[src/rtl/instruction_fetch_if.sv]
// instruction_fetch_if
//   Bundles the fetch stage's memory bus, redirect input and decode-side
//   valid/ready handshake.
//   master : fetch stage (drives imem_addr and the out_* payload)
//   slave  : environment (memory, branch unit, decode)
// Signals:
//   imem_addr      fetch -> mem     byte address, ADDR_W bits
//   imem_rdata     mem -> fetch     32-bit word, one edge after address
//   redirect_valid branch -> fetch  taken branch/jump this cycle
//   redirect_pc    branch -> fetch  redirect target (bits [1:0] ignored)
//   out_valid      fetch -> decode  head entry valid
//   out_ready      decode -> fetch  head accepted this cycle
//   out_instr      fetch -> decode  head instruction word
//   out_pc         fetch -> decode  byte address of out_instr
interface instruction_fetch_if #(
  parameter int unsigned ADDR_W = 10
);
  logic [ADDR_W-1:0] imem_addr;
  logic [31:0]       imem_rdata;
  logic              redirect_valid;
  logic [ADDR_W-1:0] redirect_pc;
  logic              out_valid;
  logic              out_ready;
  logic [31:0]       out_instr;
  logic [ADDR_W-1:0] out_pc;

  modport master (
    output imem_addr, out_valid, out_instr, out_pc,
    input  imem_rdata, redirect_valid, redirect_pc, out_ready
  );

  modport slave (
    input  imem_addr, out_valid, out_instr, out_pc,
    output imem_rdata, redirect_valid, redirect_pc, out_ready
  );
endinterface

[src/rtl/instruction_fetch.sv]
// instruction_fetch
//   Fetch stage for a synchronous-read instruction memory. Issues byte
//   addresses, tracks the one-cycle read latency, squashes stale reads on
//   redirect and buffers returned words in a small FIFO so decode
//   back-pressure never drops an instruction.
// Ports:
//   clk  rising-edge clock
//   rst  asynchronous active-high reset
//   bus  instruction_fetch_if.master (memory bus, redirect, decode handshake)
// Parameters:
//   ADDR_W    byte-address width of instruction memory
//   RESET_PC  first fetch address after reset (word aligned)
// Build option:
//   IFETCH_SKID_EN  defined -> 2-entry FIFO, 1 instr/cycle
//                   undefined -> 1-entry FIFO, 1 instr per 2 cycles
module instruction_fetch #(
  parameter int unsigned       ADDR_W   = 10,
  parameter logic [ADDR_W-1:0] RESET_PC = '0
) (
  input logic                  clk,
  input logic                  rst,
  instruction_fetch_if.master  bus
);

`ifdef IFETCH_SKID_EN
  localparam int unsigned DEPTH = 2;
`else
  localparam int unsigned DEPTH = 1;
`endif
  // Storage is always two slots; with DEPTH 1 only slot 0 is ever used.
  localparam int unsigned SLOTS = 2;

  logic [ADDR_W-1:0] fetch_pc_q, fetch_pc_d;
  logic              inflight_q, inflight_d;
  logic [ADDR_W-1:0] inflight_pc_q, inflight_pc_d;
  logic [ADDR_W-1:0] pc_mem_q [SLOTS];
  logic [ADDR_W-1:0] pc_mem_d [SLOTS];
  logic [31:0]       instr_mem_q [SLOTS];
  logic [31:0]       instr_mem_d [SLOTS];
  logic              rd_ptr_q, rd_ptr_d;
  logic              wr_ptr_q, wr_ptr_d;
  logic [1:0]        cnt_q, cnt_d;

  logic              out_valid_w;
  logic              deq, enq, issue;
  logic [2:0]        occ;
  logic              unused_redirect_lsbs;

  assign unused_redirect_lsbs = ^bus.redirect_pc[1:0];

  function automatic logic ptr_inc(input logic p);
    return (DEPTH > 1) ? ~p : 1'b0;
  endfunction

  assign out_valid_w   = (cnt_q != 2'd0);
  assign bus.out_valid = out_valid_w;
  assign bus.out_instr = out_valid_w ? instr_mem_q[rd_ptr_q] : '0;
  assign bus.out_pc    = out_valid_w ? pc_mem_q[rd_ptr_q]    : '0;
  assign bus.imem_addr = fetch_pc_q;

  always_comb begin
    fetch_pc_d    = fetch_pc_q;
    inflight_d    = inflight_q;
    inflight_pc_d = inflight_pc_q;
    pc_mem_d      = pc_mem_q;
    instr_mem_d   = instr_mem_q;
    rd_ptr_d      = rd_ptr_q;
    wr_ptr_d      = wr_ptr_q;
    cnt_d         = cnt_q;

    deq   = out_valid_w & bus.out_ready;
    enq   = inflight_q & ~bus.redirect_valid;
    // Occupancy after this edge counts the read already in flight, so a
    // newly issued read always has a slot when it returns.
    occ   = {1'b0, cnt_q} + {2'b00, inflight_q} - {2'b00, deq};
    issue = ~bus.redirect_valid & (occ < 3'(DEPTH));

    if (bus.redirect_valid) begin
      cnt_d      = '0;
      rd_ptr_d   = 1'b0;
      wr_ptr_d   = 1'b0;
      inflight_d = 1'b0;
      fetch_pc_d = {bus.redirect_pc[ADDR_W-1:2], 2'b00};
    end else begin
      if (enq) begin
        pc_mem_d[wr_ptr_q]    = inflight_pc_q;
        instr_mem_d[wr_ptr_q] = bus.imem_rdata;
        wr_ptr_d              = ptr_inc(wr_ptr_q);
      end
      if (deq) begin
        rd_ptr_d = ptr_inc(rd_ptr_q);
      end
      cnt_d = cnt_q + {1'b0, enq} - {1'b0, deq};
      if (issue) begin
        inflight_d    = 1'b1;
        inflight_pc_d = fetch_pc_q;
        fetch_pc_d    = fetch_pc_q + ADDR_W'(4);
      end else begin
        inflight_d = 1'b0;
      end
    end
  end

  always_ff @(posedge clk or posedge rst) begin
    if (rst) begin
      fetch_pc_q    <= RESET_PC;
      inflight_q    <= 1'b0;
      inflight_pc_q <= '0;
      rd_ptr_q      <= 1'b0;
      wr_ptr_q      <= 1'b0;
      cnt_q         <= '0;
      for (int unsigned i = 0; i < SLOTS; i++) begin
        pc_mem_q[i]    <= '0;
        instr_mem_q[i] <= '0;
      end
    end else begin
      fetch_pc_q    <= fetch_pc_d;
      inflight_q    <= inflight_d;
      inflight_pc_q <= inflight_pc_d;
      rd_ptr_q      <= rd_ptr_d;
      wr_ptr_q      <= wr_ptr_d;
      cnt_q         <= cnt_d;
      pc_mem_q      <= pc_mem_d;
      instr_mem_q   <= instr_mem_d;
    end
  end

endmodule

[src/flat_wrapper.sv]
// flat-port wrapper written by rule: the top's interface ports become plain ports
module instruction_fetch_flat 
#(
  parameter int unsigned       ADDR_W   = 10,
  parameter logic [ADDR_W-1:0] RESET_PC = '0
)
  (clk, rst, bus_imem_addr, bus_out_valid, bus_out_instr, bus_out_pc, bus_imem_rdata, bus_redirect_valid, bus_redirect_pc, bus_out_ready);
  instruction_fetch_if #(.ADDR_W(ADDR_W)) bus_i ();
  input logic clk;
  input logic rst;
  output wire logic [$bits(bus_i.imem_addr)-1:0] bus_imem_addr;
  output wire logic [$bits(bus_i.out_valid)-1:0] bus_out_valid;
  output wire logic [$bits(bus_i.out_instr)-1:0] bus_out_instr;
  output wire logic [$bits(bus_i.out_pc)-1:0] bus_out_pc;
  input wire logic [$bits(bus_i.imem_rdata)-1:0] bus_imem_rdata;
  input wire logic [$bits(bus_i.redirect_valid)-1:0] bus_redirect_valid;
  input wire logic [$bits(bus_i.redirect_pc)-1:0] bus_redirect_pc;
  input wire logic [$bits(bus_i.out_ready)-1:0] bus_out_ready;
  assign bus_imem_addr = bus_i.imem_addr;
  assign bus_out_valid = bus_i.out_valid;
  assign bus_out_instr = bus_i.out_instr;
  assign bus_out_pc = bus_i.out_pc;
  assign bus_i.imem_rdata = bus_imem_rdata;
  assign bus_i.redirect_valid = bus_redirect_valid;
  assign bus_i.redirect_pc = bus_redirect_pc;
  assign bus_i.out_ready = bus_out_ready;
  instruction_fetch #(.ADDR_W(ADDR_W), .RESET_PC(RESET_PC)) u_core (.clk(clk), .rst(rst), .bus(bus_i));
endmodule
[config.mk]
export PLATFORM = sky130hd
export DESIGN_NAME = instruction_fetch_flat
export DESIGN_NICKNAME = d
export VERILOG_FILES = /design/src/rtl/instruction_fetch_if.sv /design/src/rtl/instruction_fetch.sv /design/src/flat_wrapper.sv
export SDC_FILE = /design/constraint.sdc
export NUM_CORES = 1
export LEC_CHECK = 0
export ABC_AREA = 1
export BUFFER_PORTS_ARGS = -buffer_cell sky130_fd_sc_hd__buf_2
export CORE_MARGIN = 10
export CORE_UTILIZATION = 43
export DETAILED_ROUTE_END_ITERATION = 6
export GPL_TIMING_DRIVEN = 0
export PLACE_DENSITY = 0.7
export SLEW_MARGIN = 20
export SYNTH_ARGS = -nofsm -noshare
export SYNTH_HDL_FRONTEND = slang
export SYNTH_SLANG_ARGS = --single-unit
[constraint.sdc]
create_clock -name clk -period 2.7 [get_ports clk]
set_input_delay 0.135 -clock clk [delete_from_list [all_inputs] [get_ports clk]]
set_output_delay 0.135 -clock clk [all_outputs]
set_load 0.03 [all_outputs]
Word-level counts from Yosys, hierarchy flattened
Index checks and enable logic that the tools add are counted.
{ "word_totals": {"reg_bits": 109, "input_bits": 46, "out_inout_bits": 53, "elab_cells": 55} }
{ "op_classes": {"addsub": 5, "order_cmp": 4, "n_mux": 23, "n_bitwise": 6, "n_reduce_logical": 7} }
{ "ops": {"columns": ["op", "count"], "rows": [
  ["$mux W32", 5],
  ["$mux W10", 7],
  ["$bwmux W64", 1],
  ["$demux W32 S1", 1],
  ["$bwmux W20", 1],
  ["$add A10 B3 Y10 const B", 1],
  ["$demux W10 S1", 1],
  ["$reduce_bool A2 Y1", 4],
  ["$mux W1", 6],
  ["$ge A2 B2 Y1 const B", 2],
  ["$not A1 Y2", 2],
  ["$reduce_and A2 Y1", 2],
  ["$add A2 B1 Y3", 1],
  ["$and A1 B1 Y1", 3],
  ["$lt A3 B1 Y1 const B", 1],
  ["$sub A3 B1 Y3", 1],
  ["$add A2 B1 Y2", 1],
  ["$lt A2 B1 Y1 const B", 1],
  ["$mux W2", 1],
  ["$sub A2 B1 Y2", 1],
  ["$logic_and A1 B1 Y1", 1],
  ["$not A1 Y1", 1]
]} }

Longest topological paths before layout
{ "depth": {"depth_word": 7, "depth_mapped": 14, "depth_no_buf": 14} }

Least setup slack after synthesis
No wires, ideal clock.
{ "synth_timing": {"kind": "reg2reg", "start": "reg u_core.cnt_q[1]", "end": "reg u_core.inflight_pc_q[2]", "setup_ns": 0.123, "arrival_time_ns": 2.469, "required_ns": 2.577, "setup_slack_ns": 0.108, "path_stages_with_launch": 14, "path_buffers": 1, "synth_period_minus_slack_ns": 2.592, "cell_sequence": "dfrtp_1 nor2_1 inv_1 nand2_1 xor2_1 ha_1 inv_1 fa_1 inv_1 nor2_1 nand3_4 buf_2 o21ai_0 nand2_1"} }
{ "synth_between": {"elab_chain_cells": 6, "elab_cells_between_ends": 7, "classes_between": "2 x add/sub; 1 x order compare; 2 x bitwise; 2 x reduce/logical"} }
{ "synth_lines": {"columns": ["element", "line_no", "source"], "rows": [
  ["start, declared", "instruction_fetch.sv:42", "logic [1:0] cnt_q, cnt_d;"],
  ["start signal, assigned", "instruction_fetch.sv:122", "cnt_q <= cnt_d;"],
  ["$reduce_bool A2 Y1", "instruction_fetch.sv:55", "assign out_valid_w = (cnt_q != 2'd0);"],
  ["named net bus_out_valid", "flat_wrapper.sv:12", "output wire logic [$bits(bus_i.out_valid)-1:0] bus_out_valid;"],
  ["$and A1 B1 Y1", "instruction_fetch.sv:71", "deq = out_valid_w & bus.out_ready;"],
  ["$sub A3 B1 Y3", "instruction_fetch.sv:75", "occ = {1'b0, cnt_q} + {2'b00, inflight_q} - {2'b00, deq};"],
  ["$lt A3 B1 Y1", "instruction_fetch.sv:76", "issue = ~bus.redirect_valid & (occ < 3'(DEPTH));"],
  ["$and A1 B1 Y1", "instruction_fetch.sv:76", null],
  ["$reduce_and A2 Y1 (no line)", null, null],
  ["end signal, assigned", "instruction_fetch.sv:119", "inflight_pc_q <= inflight_pc_d;"],
  ["end, declared", "instruction_fetch.sv:35", "logic [ADDR_W-1:0] inflight_pc_q, inflight_pc_d;"]
]} }
The timed path passes the listed nets, and every way through them passes these cells.
A chain may end at the register's enable or synchronous reset.

Final worst setup path
{ "layout_timing": {"start": "reg u_core.cnt_q[1]", "end": "reg u_core.inflight_pc_q[2]"} }
{ "layout_between": {"elab_chain_cells": 6, "elab_cells_between_ends": 7, "classes_between": "2 x add/sub; 1 x order compare; 2 x bitwise; 2 x reduce/logical"} }
{ "layout_lines": {"columns": ["element", "line_no"], "rows": [
  ["parallel branches: the longest is 2 deep, another holds $add A2 B1 Y3", null],
  ["$sub A3 B1 Y3 (*)", "instruction_fetch.sv:75"],
  ["$lt A3 B1 Y1 (*)", "instruction_fetch.sv:76"],
  ["$and A1 B1 Y1 (*)", "instruction_fetch.sv:76"],
  ["$reduce_and A2 Y1 (no line) (*)", null]
]} }
Mark *: on every way between the ends.

==> flow_metrics.tcl <==
set metrics [dict create \
    worst_pin_slew_ns 0.6965 \
    synth_top_area_share_pct 52.07 \
    max_freq_mhz 406.2 \
    diodes 0 \
    place_ws_ns -0.1044 \
    remaining_drc_errors 0 \
    antenna_found_initial 0 \
    clock_path_buffers 2 \
    synthTopCellsByArea "dfrtp_1 (52%), nand2_1 (12%), o21ai_0 (8.8%), inv_1 (8.1%), nor2_1 (6.0%)" \
    synth-compound-area-share_pct 9.003 \
    p_switching_w 0.001852 \
    cp-endpoint "u_core.inflight_pc_q[2]" \
    intPower_w 0.002287 \
    numPortBuffers 92 \
    synth_xor_xnor_area_share_pct 0.9267 \
    final_util_pct 56.80 \
    layout-drive-gt1-share_pct 26.72 \
    cpPeakStageDelay_ns 0.47 \
    layout_setup_ws_ns 0.2380 \
    startpoint_type "register" \
    p_clk_share_pct 16.7 \
    worstSetupStartpoint "u_core.cnt_q[1]" \
    nets 524 \
    core-area_mm2 0.006386 \
    period_share_pct 91.19 \
    synthAdderAreaFrac_pct 2.030 \
    vdd_drop_max_mv 0.5291 \
    async_flop_share_pct 100.0 \
    grt_pass1_vias 2495 \
    ios 99 \
    synth_edf_count 0 \
    combPwrFrac_pct 47.3 \
    path_cells "nor2_4 -> inv_1 -> nand2_1 -> xor2_1 -> ha_1 -> inv_1 -> fa_1 -> inv_1 -> nor2_2 -> nand3_4 -> clkbuf_4 -> o21ai_0 -> nand2_1" \
    wl_um 6962 \
    synth_area_mm2 0.002835 \
    path_common_cell "inv_1" \
    crit_slowest_cell "fa_1" \
    hold_violations 0 \
    syn2layout_area_growth_pct 27.93 \
    yosys_most_used_dff "dfrtp_1" \
    hp-start "bus_imem_rdata[1]" \
    p_leak_nw 2.042 \
    ant_nets 0 \
    period_minus_slack_ns 2.462 \
    regToRegSetupSlack_ns 0.24 \
    vias 2496 \
    end_kind "register" \
    rows 29 \
    min_path_cells 3 \
    slew_headroom_pct 53.57 \
    syn_inst 364 \
    outcome "finished clean" \
    clk-insertion-delay-late_ns 0.32 \
    r2r_cells 13 \
    synthSimpleGateAreaFrac_pct 23.74 \
    synthMuxAreaShare_pct 0 \
    yosysTopAreaCell "dfrtp_1" \
    wl_per_cell_um 12.52 \
    swShare_pct 44.75 \
    cts_made_buffers 9 \
    first_pass_iters 4 \
    critical_path_arrival_ns 2.67 \
    hpwl_um 5294 \
    yosysSeqAreaShare_pct 52.07 \
    yosys_warnings 0 \
    cts_tree "done" \
    synth.ff_latch_count 59 \
    grt_pass1_wl_um 11390 \
    grt_max_degree 60 \
    yosysMostFrequentCell "nand2_1" \
    grtUsageTotal_pct 13.58 \
    setup_viol 0 \
    vias_per_cell 4.489 \
    powerDensity_mw_per_mm2 1141 \
    crit_type "reg -> reg" \
    die-area_mm2 0.01024 \
    required_ns 2.91 \
    die_x_um 101.2 \
    min_path_type "in -> reg" \
    syn_area_per_cell_um2 7.789 \
    reg2reg_from "u_core.cnt_q[1]" \
    drv_cap 0 \
    dieHeight_um 101.2 \
    final-max-slew-violation-count 0 \
    synth.distinct_cells 22 \
    ctsHtreeMaxLevel 3 \
    start_util_pct 44.40 \
    p_seq_share_pct 36.0 \
    cts.clk_slew.worst_paths_ns 0.06 \
    drt_iter0_drc 75 \
    finClkSkew_ns 0.006043 \
    r2r-end "u_core.inflight_pc_q[2]" \
    gp_congestion 0.7894 \
    cts_sinks 59 \
    cts_root_buffer "clkbuf_8" \
    critPathMaxFanout 10 \
    synth_top_family_by_area "simple AND/OR/NAND/NOR gates" \
    grt-ovfl-total 0 \
    rsz0062_at_grt "false" \
    synth_common_cells "nand2_1 (93), inv_1 (61), dfrtp_1 (59), o21ai_0 (50), nor2_1 (45)" \
    power_w 0.004139 \
]
-- layout make-up --
class                   count  area (um^2)
clock buffers              14        162.7
inverters                  61        231.5
flip-flops and latches     59         1478
repair buffers             96        495.5
well taps                  77        96.34
fillers                   630         2759
clock inverters             2        10.01
multi-input cells         226         1037
plain buffers              21        116.4
-- through the flow --
step	cells	TNS, ns	area, um^2	hold slack (ns)
5_1_grt	556	0	3627	0.02244
6_report	556	0	3627	0.01731
2_1_floorplan	367	0	2846	0.2560
3_5_place_dp	536	-0.7634	3406	0.3032
3_3_place_gp	536	-0.1440	3403	0.3426
4_1_cts	554	0	3606	0.002654
-- kinds of logic after synthesis --
family,after synthesis
other,1
adders and majority gates,4
and+or+nand+nor,164
xor gates and xnor gates,3
DFF,59
AOI/OAI and AO/OA,51
buffers and inverters,82
-- cells in the final DEF, fill, tap and decap left out --
| cell type | synthesis | final |
|---|---|---|
| clkbuf_8 | 0 | 11 |
| nor2_4 | 1 | 2 |
| nand3_4 | 1 | 1 |
| dfrtp_2 | 0 | 1 |
| xor2_1 | 3 | 3 |
| nand3_1 | 19 | 19 |
| nand2_1 | 93 | 93 |
| ha_1 | 3 | 3 |
| inv_1 | 61 | 60 |
| clkinv_2 | 0 | 2 |
| clkbuf_4 | 0 | 1 |
| buf_6 | 1 | 1 |
| conb_1 | 1 | 4 |
| inv_4 | 0 | 1 |
| nor2_1 | 45 | 43 |
| nor2_2 | 1 | 2 |
| buf_4 | 5 | 7 |
| or2_2 | 1 | 1 |
| and3_1 | 1 | 1 |
| dlygate4sd3_1 | 0 | 2 |
| clkbuf_1 | 8 | 11 |
| dfrtp_1 | 59 | 58 |
| nor3_1 | 1 | 1 |
| nand3b_1 | 1 | 1 |
| a21oi_1 | 1 | 1 |
| o21ai_0 | 50 | 50 |
| fa_1 | 1 | 1 |
| buf_2 | 7 | 98 |
-- what timing repair did --
item	4_1_cts	5_1_grt
gates resized for setup	2	3
hold buffers	2	0
pin swaps	0	2
buffers inserted	0	2
cloned	0	0
endpoints found under the hold margin	60	0
setup endpoints to repair	17	17
-- metal layers --
metal,wire [um],vias to the layer above,share of wire [%],GRT usage (%)
met5,0,-,0,0
met4,63,0,0.90,5.466
met1,3063,1119,44,15.73
li1,-,1310,-,-
met3,543,6,7.8,4.561
met2,3291,61,47,22.61
-- critical path: cells and delay by family, from the launching register on --
family | cells | cell delay [ns]
AND/OR/NAND/NOR | 5 | 0.57
flip-flops | 1 | 0.42
buffers and inverters | 4 | 0.37
XOR/XNOR | 1 | 0.17
adder cells (fa/ha/maj) | 2 | 0.63
AO/OA/AOI/OAI | 1 | 0.17
-- how the worst min path moves through the flow --
stage | to | slack, ns
after floorplan | u_core.instr_mem_q[32] | 0.26
after CTS | u_core.instr_mem_q[61] | 0.003
after detailed placement | u_core.instr_mem_q[53] | 0.30
final | u_core.instr_mem_q[33] | 0.02
after global routing | u_core.instr_mem_q[61] | 0.02
after global placement | u_core.instr_mem_q[35] | 0.34
-- power groups by stage --
stage	clock, W	sequential [W]	combinational [W]
finish	0.000692	0.00149	0.00196
global placement	0	0.00149	0.00189
floorplan	0	0.00158	0.00131
detailed placement	0	0.00150	0.00193
CTS	0.000722	0.00149	0.00195
global route	0.000753	0.00154	0.00222
-- state kept, by name, summed over array words and instances (netlist names) --
register and count:
u_core.inflight_q 1, u_core.bus.imem_addr 8, u_core.cnt_q 2, u_core.inflight_pc_q 8, u_core.instr_mem_q 32, u_core.pc_mem_q 8
Power figures use the tool's default switching activity.
